## src/rtl/fb_mem_server_if.sv

```systemverilog
// Framebuffer memory server bus: read-address FIFO pop side, read-data FIFO push
// side, drawing-engine write port and the board SRAM pins.
interface fb_mem_server_if #(
   parameter int ADDR_W = 18
);
   logic              rd_addr_in_ren;
   logic [15:0]       rd_addr_in_rd;
   logic              rd_addr_in_empty;
   logic              rd_data_out_wen;
   logic [15:0]       rd_data_out_wd;
   logic              rd_data_out_full;
   // Write port: requester holds valid and payload until it sees the one-cycle
   // ready pulse; the word is accepted at that pulse and valid may drop after it.
   logic              wr_req_valid;
   logic [15:0]       wr_req_addr;
   logic [15:0]       wr_req_data;
   logic              wr_req_ready;
   logic [ADDR_W-1:0] sram_addr;
   logic [15:0]       sram_dq_out;
   logic              sram_dq_oe;
   logic [15:0]       sram_dq_in;
   logic              sram_ce_n;
   logic              sram_oe_n;
   logic              sram_we_n;

   modport slave (
      input  rd_addr_in_rd, rd_addr_in_empty, rd_data_out_full,
      input  wr_req_valid, wr_req_addr, wr_req_data, sram_dq_in,
      output rd_addr_in_ren, rd_data_out_wen, rd_data_out_wd, wr_req_ready,
      output sram_addr, sram_dq_out, sram_dq_oe, sram_ce_n, sram_oe_n, sram_we_n
   );

   modport master (
      output rd_addr_in_rd, rd_addr_in_empty, rd_data_out_full,
      output wr_req_valid, wr_req_addr, wr_req_data, sram_dq_in,
      input  rd_addr_in_ren, rd_data_out_wen, rd_data_out_wd, wr_req_ready,
      input  sram_addr, sram_dq_out, sram_dq_oe, sram_ce_n, sram_oe_n, sram_we_n
   );
endinterface

```

## src/rtl/fb_mem_server.sv

```systemverilog
// Framebuffer memory responder: serves renderer reads from the address/data FIFOs
// and drawing-engine writes against an async SRAM, one access at a time.
module fb_mem_server #(
   parameter int ADDR_W       = 18,
   parameter int RD_WAIT      = 2,
   parameter int WR_WAIT      = 2,
   parameter int MAX_RD_BURST = 8
) (
   input  logic           clk,
   input  logic           rst,
   fb_mem_server_if.slave bus,
   output logic [2:0]     state_dbg
);
   typedef enum logic [2:0] {
      IDLE    = 3'd0,
      RD_ACC  = 3'd1,
      RD_PUSH = 3'd2,
      WR_ACC  = 3'd3,
      WR_REC  = 3'd4
   } state_t;

   localparam logic [3:0] RD_LAST   = 4'(RD_WAIT - 1);
   localparam logic [3:0] WR_LAST   = 4'(WR_WAIT - 1);
   localparam logic [7:0] BURST_MAX = 8'(MAX_RD_BURST);

   state_t     state;
   logic [3:0] wait_cnt;
   logic [7:0] burst_cnt;
   logic       rd_ok;
   logic       wr_grant;
   logic       rd_grant;

   // A pending write only loses to reads until the burst limit is reached.
   always_comb begin
      rd_ok    = ~bus.rd_addr_in_empty & ~bus.rd_data_out_full;
      wr_grant = (state == IDLE) & bus.wr_req_valid & (~rd_ok | (burst_cnt == BURST_MAX));
      rd_grant = (state == IDLE) & ~wr_grant & rd_ok;
   end

   assign state_dbg = state;

   always_ff @(posedge clk) begin
      if (rst) begin
         state              <= IDLE;
         wait_cnt           <= '0;
         burst_cnt          <= '0;
         bus.rd_addr_in_ren <= 1'b0;
         bus.rd_data_out_wen <= 1'b0;
         bus.rd_data_out_wd <= '0;
         bus.wr_req_ready   <= 1'b0;
         bus.sram_addr      <= '0;
         bus.sram_dq_out    <= '0;
         bus.sram_dq_oe     <= 1'b0;
         bus.sram_ce_n      <= 1'b1;
         bus.sram_oe_n      <= 1'b1;
         bus.sram_we_n      <= 1'b1;
      end else begin
         bus.rd_addr_in_ren  <= 1'b0;
         bus.rd_data_out_wen <= 1'b0;
         bus.wr_req_ready    <= 1'b0;

         if (!bus.wr_req_valid || wr_grant)
            burst_cnt <= '0;
         else if (rd_grant && burst_cnt != BURST_MAX)
            burst_cnt <= burst_cnt + 8'd1;

         case (state)
            IDLE: begin
               if (wr_grant) begin
                  bus.sram_addr    <= ADDR_W'(bus.wr_req_addr);
                  bus.sram_dq_out  <= bus.wr_req_data;
                  bus.wr_req_ready <= 1'b1;
                  bus.sram_dq_oe   <= 1'b1;
                  bus.sram_ce_n    <= 1'b0;
                  bus.sram_we_n    <= 1'b0;
                  wait_cnt         <= WR_LAST;
                  state            <= WR_ACC;
               end else if (rd_grant) begin
                  bus.sram_addr      <= ADDR_W'(bus.rd_addr_in_rd);
                  bus.sram_ce_n      <= 1'b0;
                  bus.sram_oe_n      <= 1'b0;
                  bus.rd_addr_in_ren <= 1'b1;
                  wait_cnt           <= RD_LAST;
                  state              <= RD_ACC;
               end
            end
            RD_ACC: begin
               if (wait_cnt == 4'd0) begin
                  bus.rd_data_out_wd <= bus.sram_dq_in;
                  bus.sram_ce_n      <= 1'b1;
                  bus.sram_oe_n      <= 1'b1;
                  state              <= RD_PUSH;
               end else begin
                  wait_cnt <= wait_cnt - 4'd1;
               end
            end
            RD_PUSH: begin
               if (!bus.rd_data_out_full) begin
                  bus.rd_data_out_wen <= 1'b1;
                  state               <= IDLE;
               end
            end
            WR_ACC: begin
               if (wait_cnt == 4'd0) begin
                  bus.sram_we_n <= 1'b1;
                  bus.sram_ce_n <= 1'b1;
                  state         <= WR_REC;
               end else begin
                  wait_cnt <= wait_cnt - 4'd1;
               end
            end
            WR_REC: begin
               // Data bus released one cycle after we_n rises, before any read.
               bus.sram_dq_oe <= 1'b0;
               state          <= IDLE;
            end
            default: state <= IDLE;
         endcase
      end
   end
endmodule

```

## src/flat_wrapper.sv

```systemverilog
// flat-port wrapper written by rule: the top's interface ports become plain ports
module fb_mem_server_flat 
#(
   parameter int ADDR_W       = 18,
   parameter int RD_WAIT      = 2,
   parameter int WR_WAIT      = 2,
   parameter int MAX_RD_BURST = 8
)
  (clk, rst, state_dbg, bus_rd_addr_in_rd, bus_rd_addr_in_empty, bus_rd_data_out_full, bus_wr_req_valid, bus_wr_req_addr, bus_wr_req_data, bus_sram_dq_in, bus_rd_addr_in_ren, bus_rd_data_out_wen, bus_rd_data_out_wd, bus_wr_req_ready, bus_sram_addr, bus_sram_dq_out, bus_sram_dq_oe, bus_sram_ce_n, bus_sram_oe_n, bus_sram_we_n);
  fb_mem_server_if #(.ADDR_W(ADDR_W)) bus_i ();
  input  logic clk;
  input  logic rst;
  output logic [2:0] state_dbg;
  input wire logic [$bits(bus_i.rd_addr_in_rd)-1:0] bus_rd_addr_in_rd;
  input wire logic [$bits(bus_i.rd_addr_in_empty)-1:0] bus_rd_addr_in_empty;
  input wire logic [$bits(bus_i.rd_data_out_full)-1:0] bus_rd_data_out_full;
  input wire logic [$bits(bus_i.wr_req_valid)-1:0] bus_wr_req_valid;
  input wire logic [$bits(bus_i.wr_req_addr)-1:0] bus_wr_req_addr;
  input wire logic [$bits(bus_i.wr_req_data)-1:0] bus_wr_req_data;
  input wire logic [$bits(bus_i.sram_dq_in)-1:0] bus_sram_dq_in;
  output wire logic [$bits(bus_i.rd_addr_in_ren)-1:0] bus_rd_addr_in_ren;
  output wire logic [$bits(bus_i.rd_data_out_wen)-1:0] bus_rd_data_out_wen;
  output wire logic [$bits(bus_i.rd_data_out_wd)-1:0] bus_rd_data_out_wd;
  output wire logic [$bits(bus_i.wr_req_ready)-1:0] bus_wr_req_ready;
  output wire logic [$bits(bus_i.sram_addr)-1:0] bus_sram_addr;
  output wire logic [$bits(bus_i.sram_dq_out)-1:0] bus_sram_dq_out;
  output wire logic [$bits(bus_i.sram_dq_oe)-1:0] bus_sram_dq_oe;
  output wire logic [$bits(bus_i.sram_ce_n)-1:0] bus_sram_ce_n;
  output wire logic [$bits(bus_i.sram_oe_n)-1:0] bus_sram_oe_n;
  output wire logic [$bits(bus_i.sram_we_n)-1:0] bus_sram_we_n;
  assign bus_i.rd_addr_in_rd = bus_rd_addr_in_rd;
  assign bus_i.rd_addr_in_empty = bus_rd_addr_in_empty;
  assign bus_i.rd_data_out_full = bus_rd_data_out_full;
  assign bus_i.wr_req_valid = bus_wr_req_valid;
  assign bus_i.wr_req_addr = bus_wr_req_addr;
  assign bus_i.wr_req_data = bus_wr_req_data;
  assign bus_i.sram_dq_in = bus_sram_dq_in;
  assign bus_rd_addr_in_ren = bus_i.rd_addr_in_ren;
  assign bus_rd_data_out_wen = bus_i.rd_data_out_wen;
  assign bus_rd_data_out_wd = bus_i.rd_data_out_wd;
  assign bus_wr_req_ready = bus_i.wr_req_ready;
  assign bus_sram_addr = bus_i.sram_addr;
  assign bus_sram_dq_out = bus_i.sram_dq_out;
  assign bus_sram_dq_oe = bus_i.sram_dq_oe;
  assign bus_sram_ce_n = bus_i.sram_ce_n;
  assign bus_sram_oe_n = bus_i.sram_oe_n;
  assign bus_sram_we_n = bus_i.sram_we_n;
  fb_mem_server #(.ADDR_W(ADDR_W), .RD_WAIT(RD_WAIT), .WR_WAIT(WR_WAIT), .MAX_RD_BURST(MAX_RD_BURST)) u_core (.clk(clk), .rst(rst), .bus(bus_i), .state_dbg(state_dbg));
endmodule
```

## config.mk

```make
export PLATFORM = sky130hd
export DESIGN_NAME = fb_mem_server_flat
export DESIGN_NICKNAME = d
export VERILOG_FILES = /design/src/rtl/fb_mem_server_if.sv /design/src/rtl/fb_mem_server.sv /design/src/flat_wrapper.sv
export SDC_FILE = /design/constraint.sdc
export NUM_CORES = 1
export LEC_CHECK = 0
export BUFFER_PORTS_ARGS = -buffer_cell sky130_fd_sc_hd__buf_4
export CAP_MARGIN = 20
export CORE_MARGIN = 4
export CORE_UTILIZATION = 43
export DETAILED_ROUTE_END_ITERATION = 10
export PLACE_DENSITY_LB_ADDON = 0.12
export SYNTH_ARGS = -nofsm -noshare
export SYNTH_HDL_FRONTEND = slang
export SYNTH_SLANG_ARGS = --single-unit
```

## constraint.sdc

```tcl
create_clock -name clk -period 1.9 [get_ports clk]
set_input_delay 0.38 -clock clk [delete_from_list [all_inputs] [get_ports clk]]
set_output_delay 0.38 -clock clk [all_outputs]
set_load 0.01 [all_outputs]
```

== Word level (Yosys, flattened, before mapping) ==
Cells that the tools add are included.

* Register bits: 72
* Input port bits: 69
* Output and inout port bits: 60
* Word-level logic and storage cells: 91

* Add/subtract/negate cells: 2
* Equal/unequal tests: 15
* Mux-type cells: 25
* Bitwise logic cells: 12
* Reductions and logical operators: 24

{| class="wikitable"
|+ Operator list
! kind !! number
|-
| 18-bit two-way mux || 2
|-
| 3-bit two-way mux || 5
|-
| 4-bit two-way mux || 3
|-
| 3-bit case mux with 4 select lines || 1
|-
| 2-bit by 1-bit != test with 1-bit output (second input constant) || 5
|-
| 2-bit nonzero test || 5
|-
| 1-bit two-way mux || 9
|-
| 3-bit AND reduction || 3
|-
| 8-bit by 1-bit adder with 8-bit output (second input constant) || 1
|-
| 8-bit by 4-bit equality test with 1-bit output (second input constant) || 1
|-
| 8-bit by 4-bit != test with 1-bit output (second input constant) || 1
|-
| 1-bit case mux with 2 select lines || 4
|-
| 4-bit case mux with 2 select lines || 1
|-
| 2-bit AND reduction || 4
|-
| 4-bit AND reduction || 2
|-
| 2-bit OR reduction || 4
|-
| 3-bit by 2-bit equality test with 1-bit output (second input constant) || 2
|-
| 2-bit != test (second input constant) || 3
|-
| 1-bit NOT || 6
|-
| 1-bit bitwise AND || 5
|-
| 4-bit logical NOT || 1
|-
| 4-bit by 1-bit subtractor with 4-bit output (second input constant) || 1
|-
| 3-bit by 1-bit equality test with 1-bit output (second input constant) || 1
|-
| 3-bit equality test (second input constant) || 1
|-
| 7 further kinds || 7
|}

== Depth between registers and ports, before layout ==
* Depth after elaboration: 11
* Gate-level depth with buffers: 9
* Mapped depth without buffers: 6

== Least setup slack after synthesis ==
OpenSTA, ideal clock, no wires.

* Kind: register to register
* Start: reg u_core.wait_cnt[0]
* End: reg u_core.bus.rd_data_out_wd[5]
* Setup time: 0.132 ns
* Arrival: 1.656 ns
* Required time: 1.768 ns
* Setup slack: 0.112 ns
* Cell stages (with the launch flop): 10
* Path buffers: 3
* Clock period less this slack: 1.788 ns
* Cell sequence: dfxtp_1 > inv_1 > ha_1 > or3b_1 > buf_2 > or3_1 > buf_2 > buf_6 > nand2_1 > a21oi_1

* Longest elaborated chain between the ends: 2

{| class="wikitable"
|+ RTL lines
! what !! line !! source
|-
| start, declared || fb_mem_server.sv:27 || <nowiki>logic [3:0] wait_cnt;</nowiki>
|-
| start signal, assigned || fb_mem_server.sv:94 || <nowiki>wait_cnt <= wait_cnt - 4'd1;</nowiki>
|-
| start signal, assigned || fb_mem_server.sv:109 || <nowiki>wait_cnt <= wait_cnt - 4'd1;</nowiki>
|-
| 4-bit logical NOT || fb_mem_server.sv:88 || <nowiki>if (wait_cnt == 4'd0) begin</nowiki>
|-
| 2-bit AND reduction (no source line) || n/a ||
|-
| end signal, assigned || fb_mem_server.sv:89 || <nowiki>bus.rd_data_out_wd <= bus.sram_dq_in;</nowiki>
|-
| end, declared || fb_mem_server_if.sv:29 || <nowiki>output rd_addr_in_ren, rd_data_out_wen, rd_data_out_wd, wr_req_ready,</nowiki>
|}

No other way between the ends.
A chain may end at the register's enable or synchronous reset.

== Worst setup path in the final report ==
* Start: reg u_core.wait_cnt[0]
* End: reg u_core.wait_cnt[3]

* Longest elaborated chain between the ends: 3
* Elaborated cells between the ends (all ways): 6
* Those cells by class: 1 x add/sub; 1 x eq/ne; 2 x mux; 2 x reduce/logical

{| class="wikitable"
|+ RTL lines
! what
|-
| 4-bit by 1-bit subtractor with 4-bit output or 4-bit logical NOT (tied branches)
|-
| 4-bit two-way mux or 2-bit != test (tied branches)
|-
| 4-bit case mux with 2 select lines or 3-bit AND reduction (tied branches)
|}

Several ways; a longest one is shown, not always the timed one. The select of a mux whose other input is x is not followed.

==> run summary <==
Synth warnings - 0
static leakage - 1.867 nW
area used by multi-input combinational logic - 1441 µm²
critical path's largest stage delay - 360 ps
number of nets in the finished design - 559
top library cells by usage in the layout, fill and taps aside - sky130_fd_sc_hd__buf_4, sky130_fd_sc_hd__dfxtp_1, sky130_fd_sc_hd__a21oi_1
clock tree from TritonCTS - built
Mapped Area - 3080 µm²
count of fill cells added during filler insertion - 681
Post-Place Worst Slack - -0.7832 ps
terminus of the critical flop-to-flop path - u_core.wait_cnt[3]$_SDFFE_PP0P_
layout overhead on the synthesized area - 40.66%
Die H - 92.64 µm
via count of the first global-routing pass - 2,934
wire length reported by the detailed router - 7964 µm
RSZ-0062 raised after global routing - false
Peak supply drop - 0.4966 mV
Floorplan Core Area - 6869 µm²
final-layout worst hold slack - 257.0 ps
cell at the slowest stage of the critical path - sky130_fd_sc_hd__dfxtp_1
first-pass GRT wire length - 13,230 µm
capturing element type of the critical path - register
number of standard cells in the layout, taps in and fillers out - 587
maximum number of pins on one net before global-route repair - 51
number of cells in the design after placement - 571
worst-path cell chain - inv_1 > ha_1 > or3b_1 > nand2_1 > buf_4 > or3_1 > a31oi_1
combined global-route utilization of all metal layers - 18.92%
share of final-layout standard cells stronger than drive strength 1 - 35.44%
Via Count - 2,866
die width - 92.64 µm
die outline area - 8582 µm²
Final GP Congestion - 0.7704
start of the worst register-to-register path - u_core.wait_cnt[0]$_SDFFE_PP0P_
nature of the critical path startpoint - register
status - completed
Final TNS setup - 0 ps
total congestion overflow - 0
count of flip-flops with a built-in enable after synthesis - 0
number of top-level design ports - 129
most common cell after layout, fill and taps aside - sky130_fd_sc_hd__buf_4
post-synthesis area per instance - 8.629 µm²
clock period minus final worst setup slack - 1788 ps
buffers and inverters on the worst path - 2
initial antenna violation count - 0
Final setup violation count - 0
Cells after Synth - 357
wire length per cell after detailed routing - 13.57 µm
1st-iter DRT viols - 115
minimum setup slack among reg-to-reg paths - 110 ps
worst skew pair latency - 340 ps
setup slack after layout - 111.6 ps
final HPWL from detailed placement - 5777 µm
CTS sink cnt - 70
maximum root-to-sink buffer count - 2
post-detailed-route count of antenna-violating nets - 0
hold buffer count at cts - 0
DRC - 0
synthesized flop and latch total - 70
worst reg-to-reg path cell count - 7
ANT cells - 0
sequential cell area fraction in the yosys report - 45.49%
count of max-cap constraint violations - 0
hold violation total from the final report - 0
final critical-path share of the clock period - 94.13%
launch instance of the worst min-delay path - bus_rd_data_out_full
kind of cell adding the most delay to the critical path - simple AND/OR/NAND/NOR gates
sink of the worst hold path - u_core.bus.rd_data_out_wen$_SDFF_PP0_
prevailing post-synth register cell - sky130_fd_sc_hd__dfxtp_1
critical path data required time - 2170 ps
Netlist cell types - 45
hold-critical path depth - 2
overall power after layout - 4.209 mW
maximum level of the CTS H-tree - 3
max-slew violation count - 0
root cell of the clock tree - sky130_fd_sc_hd__clkbuf_8
Min-Delay Path Class - primary input to register
type of the worst setup path - register to register
clock tree skew after final layout - 5.270 ps
Pre-Repair DR Iteration Count - 4
mean number of vias per cell - 4.882
effective utilization at floorplan - 44.85%
PwrDens - 971.4 nW/µm²
share of synthesized flip-flops with an asynchronous set or reset - 0%
Peak Freq - 559.2 MHz
number of rows in the core area - 30
number of buffers created by CTS - 9
FF/Latch Area - 1401 µm²
clock-pin slew of the registers on the worst-case setup and hold paths - 70 ps
highest net fanout along the worst path - 6
Worst Path Arrival - 2050 ps
number of port buffers - 126
[Yosys cell counts, types with 2 or more instances]
cell                       count  share of area, %
sky130_fd_sc_hd__nor4_1        2              0.41
sky130_fd_sc_hd__nand4_1       2              0.41
sky130_fd_sc_hd__a21oi_1      42               6.8
sky130_fd_sc_hd__a31oi_1       2              0.41
sky130_fd_sc_hd__nand2b_1     18               3.7
sky130_fd_sc_hd__or2_2         2              0.41
sky130_fd_sc_hd__nand2_1      38               4.6
sky130_fd_sc_hd__xor2_1        5               1.4
sky130_fd_sc_hd__nor2_1       13               1.6
sky130_fd_sc_hd__nor3_4        2               1.1
sky130_fd_sc_hd__nor2b_1      18               3.7
sky130_fd_sc_hd__inv_1        23               2.8
sky130_fd_sc_hd__buf_4         3              0.73
sky130_fd_sc_hd__ha_1          4               1.6
sky130_fd_sc_hd__clkbuf_1     12               1.5
sky130_fd_sc_hd__or3_1         6               1.2
sky130_fd_sc_hd__buf_2         5              0.81
sky130_fd_sc_hd__nor3_1        3              0.49
sky130_fd_sc_hd__o21ai_0      35               5.7
sky130_fd_sc_hd__dfxtp_1      70                45
sky130_fd_sc_hd__o221a_2       5               1.8
sky130_fd_sc_hd__a211oi_1      2              0.49
sky130_fd_sc_hd__o221a_1      11               4.0
sky130_fd_sc_hd__nand3_1       8               1.3
sky130_fd_sc_hd__buf_6         6               2.2
[per-stage QoR]
stage          util (%)  instance area (µm²)
3_5_place_dp      60.18                 4134
4_1_cts           62.97                 4325
2_1_floorplan         -                 3084
5_1_grt           63.08                 4333
6_report          63.08                 4333
3_3_place_gp      60.18                 4134
[registers in the layout (all words and copies together) (netlist names), 3 cells and up]
name and count:
u_core.bus.sram_addr 16, u_core.state_dbg 3, u_core.wait_cnt 4, u_core.bus.sram_dq_out 16, u_core.burst_cnt 8, u_core.bus.rd_data_out_wd 16
[cell type report]
cell class	instances	share of cell area, %
flip-flops and latches	70	32.34
inverters	23	1.992
clock inverters	3	0.4043
clock buffers	13	3.898
repair buffers	144	25.32
multi-input cells	238	33.27
well taps	96	2.772
[where the power goes]
group | switching [mW] | internal [mW] | total [mW]
Clock | 0.541 | 0.577 | 1.12
Sequential | 0.128 | 1.66 | 1.79
Combinational | 0.641 | 0.659 | 1.30
Total | 1.31 | 2.90 | 4.21
[cell families (layout without fill, tap and decap cells)]
| kind of cell | after synthesis | in the layout | share of synthesized area (%) |
|---|---|---|---|
| adder cells (fa/ha/maj) | 4 | 4 | 1.625 |
| XOR/XNOR | 6 | 6 | 1.706 |
| AND/OR/NAND/NOR | 121 | 121 | 21.45 |
| other | 1 | 2 | 0.1217 |
| flip-flops | 70 | 70 | 45.49 |
| buffers and inverters | 50 | 183 | 8.123 |
| multiplexers | 1 | 1 | 0.3250 |
| AO/OA/AOI/OAI | 104 | 104 | 21.16 |
[repair_timing]
action	4_1_cts	5_1_grt
buffers inserted	0	0
cloned	0	0
resized for setup	1	2
endpoints found under the setup margin	2	8
[worst max path at each step]
stage                                     startpoint                                          to  slack, ps  depth (start not counted)
global placement     u_core.wait_cnt[0]$_SDFFE_PP0P_  u_core.bus.rd_data_out_wd[10]$_SDFFE_PP0P_         40                          6
CTS                 u_core.burst_cnt[0]$_SDFFE_PP0P_            u_core.burst_cnt[0]$_SDFFE_PP0P_        100                          7
global route         u_core.wait_cnt[0]$_SDFFE_PP0P_             u_core.wait_cnt[3]$_SDFFE_PP0P_         20                          7
detailed placement   u_core.wait_cnt[0]$_SDFFE_PP0P_  u_core.bus.rd_data_out_wd[13]$_SDFFE_PP0P_       -0.8                          6
floorplan            u_core.wait_cnt[0]$_SDFFE_PP0P_   u_core.bus.rd_data_out_wd[5]$_SDFFE_PP0P_        110                          9
finish               u_core.wait_cnt[0]$_SDFFE_PP0P_             u_core.wait_cnt[3]$_SDFFE_PP0P_        110                          7
[routing by layer]
metal / global-route usage [%] / vias to the layer above / part of all wire, %
li1: - / 1473 / -
met1: 22.27 / 1320 / 44
met2: 32.81 / 64 / 50
met3: 4.874 / 9 / 5.5
met4: 7.448 / 0 / 1.0
met5: 0 / - / 0
(Power assumes the default switching activity.)
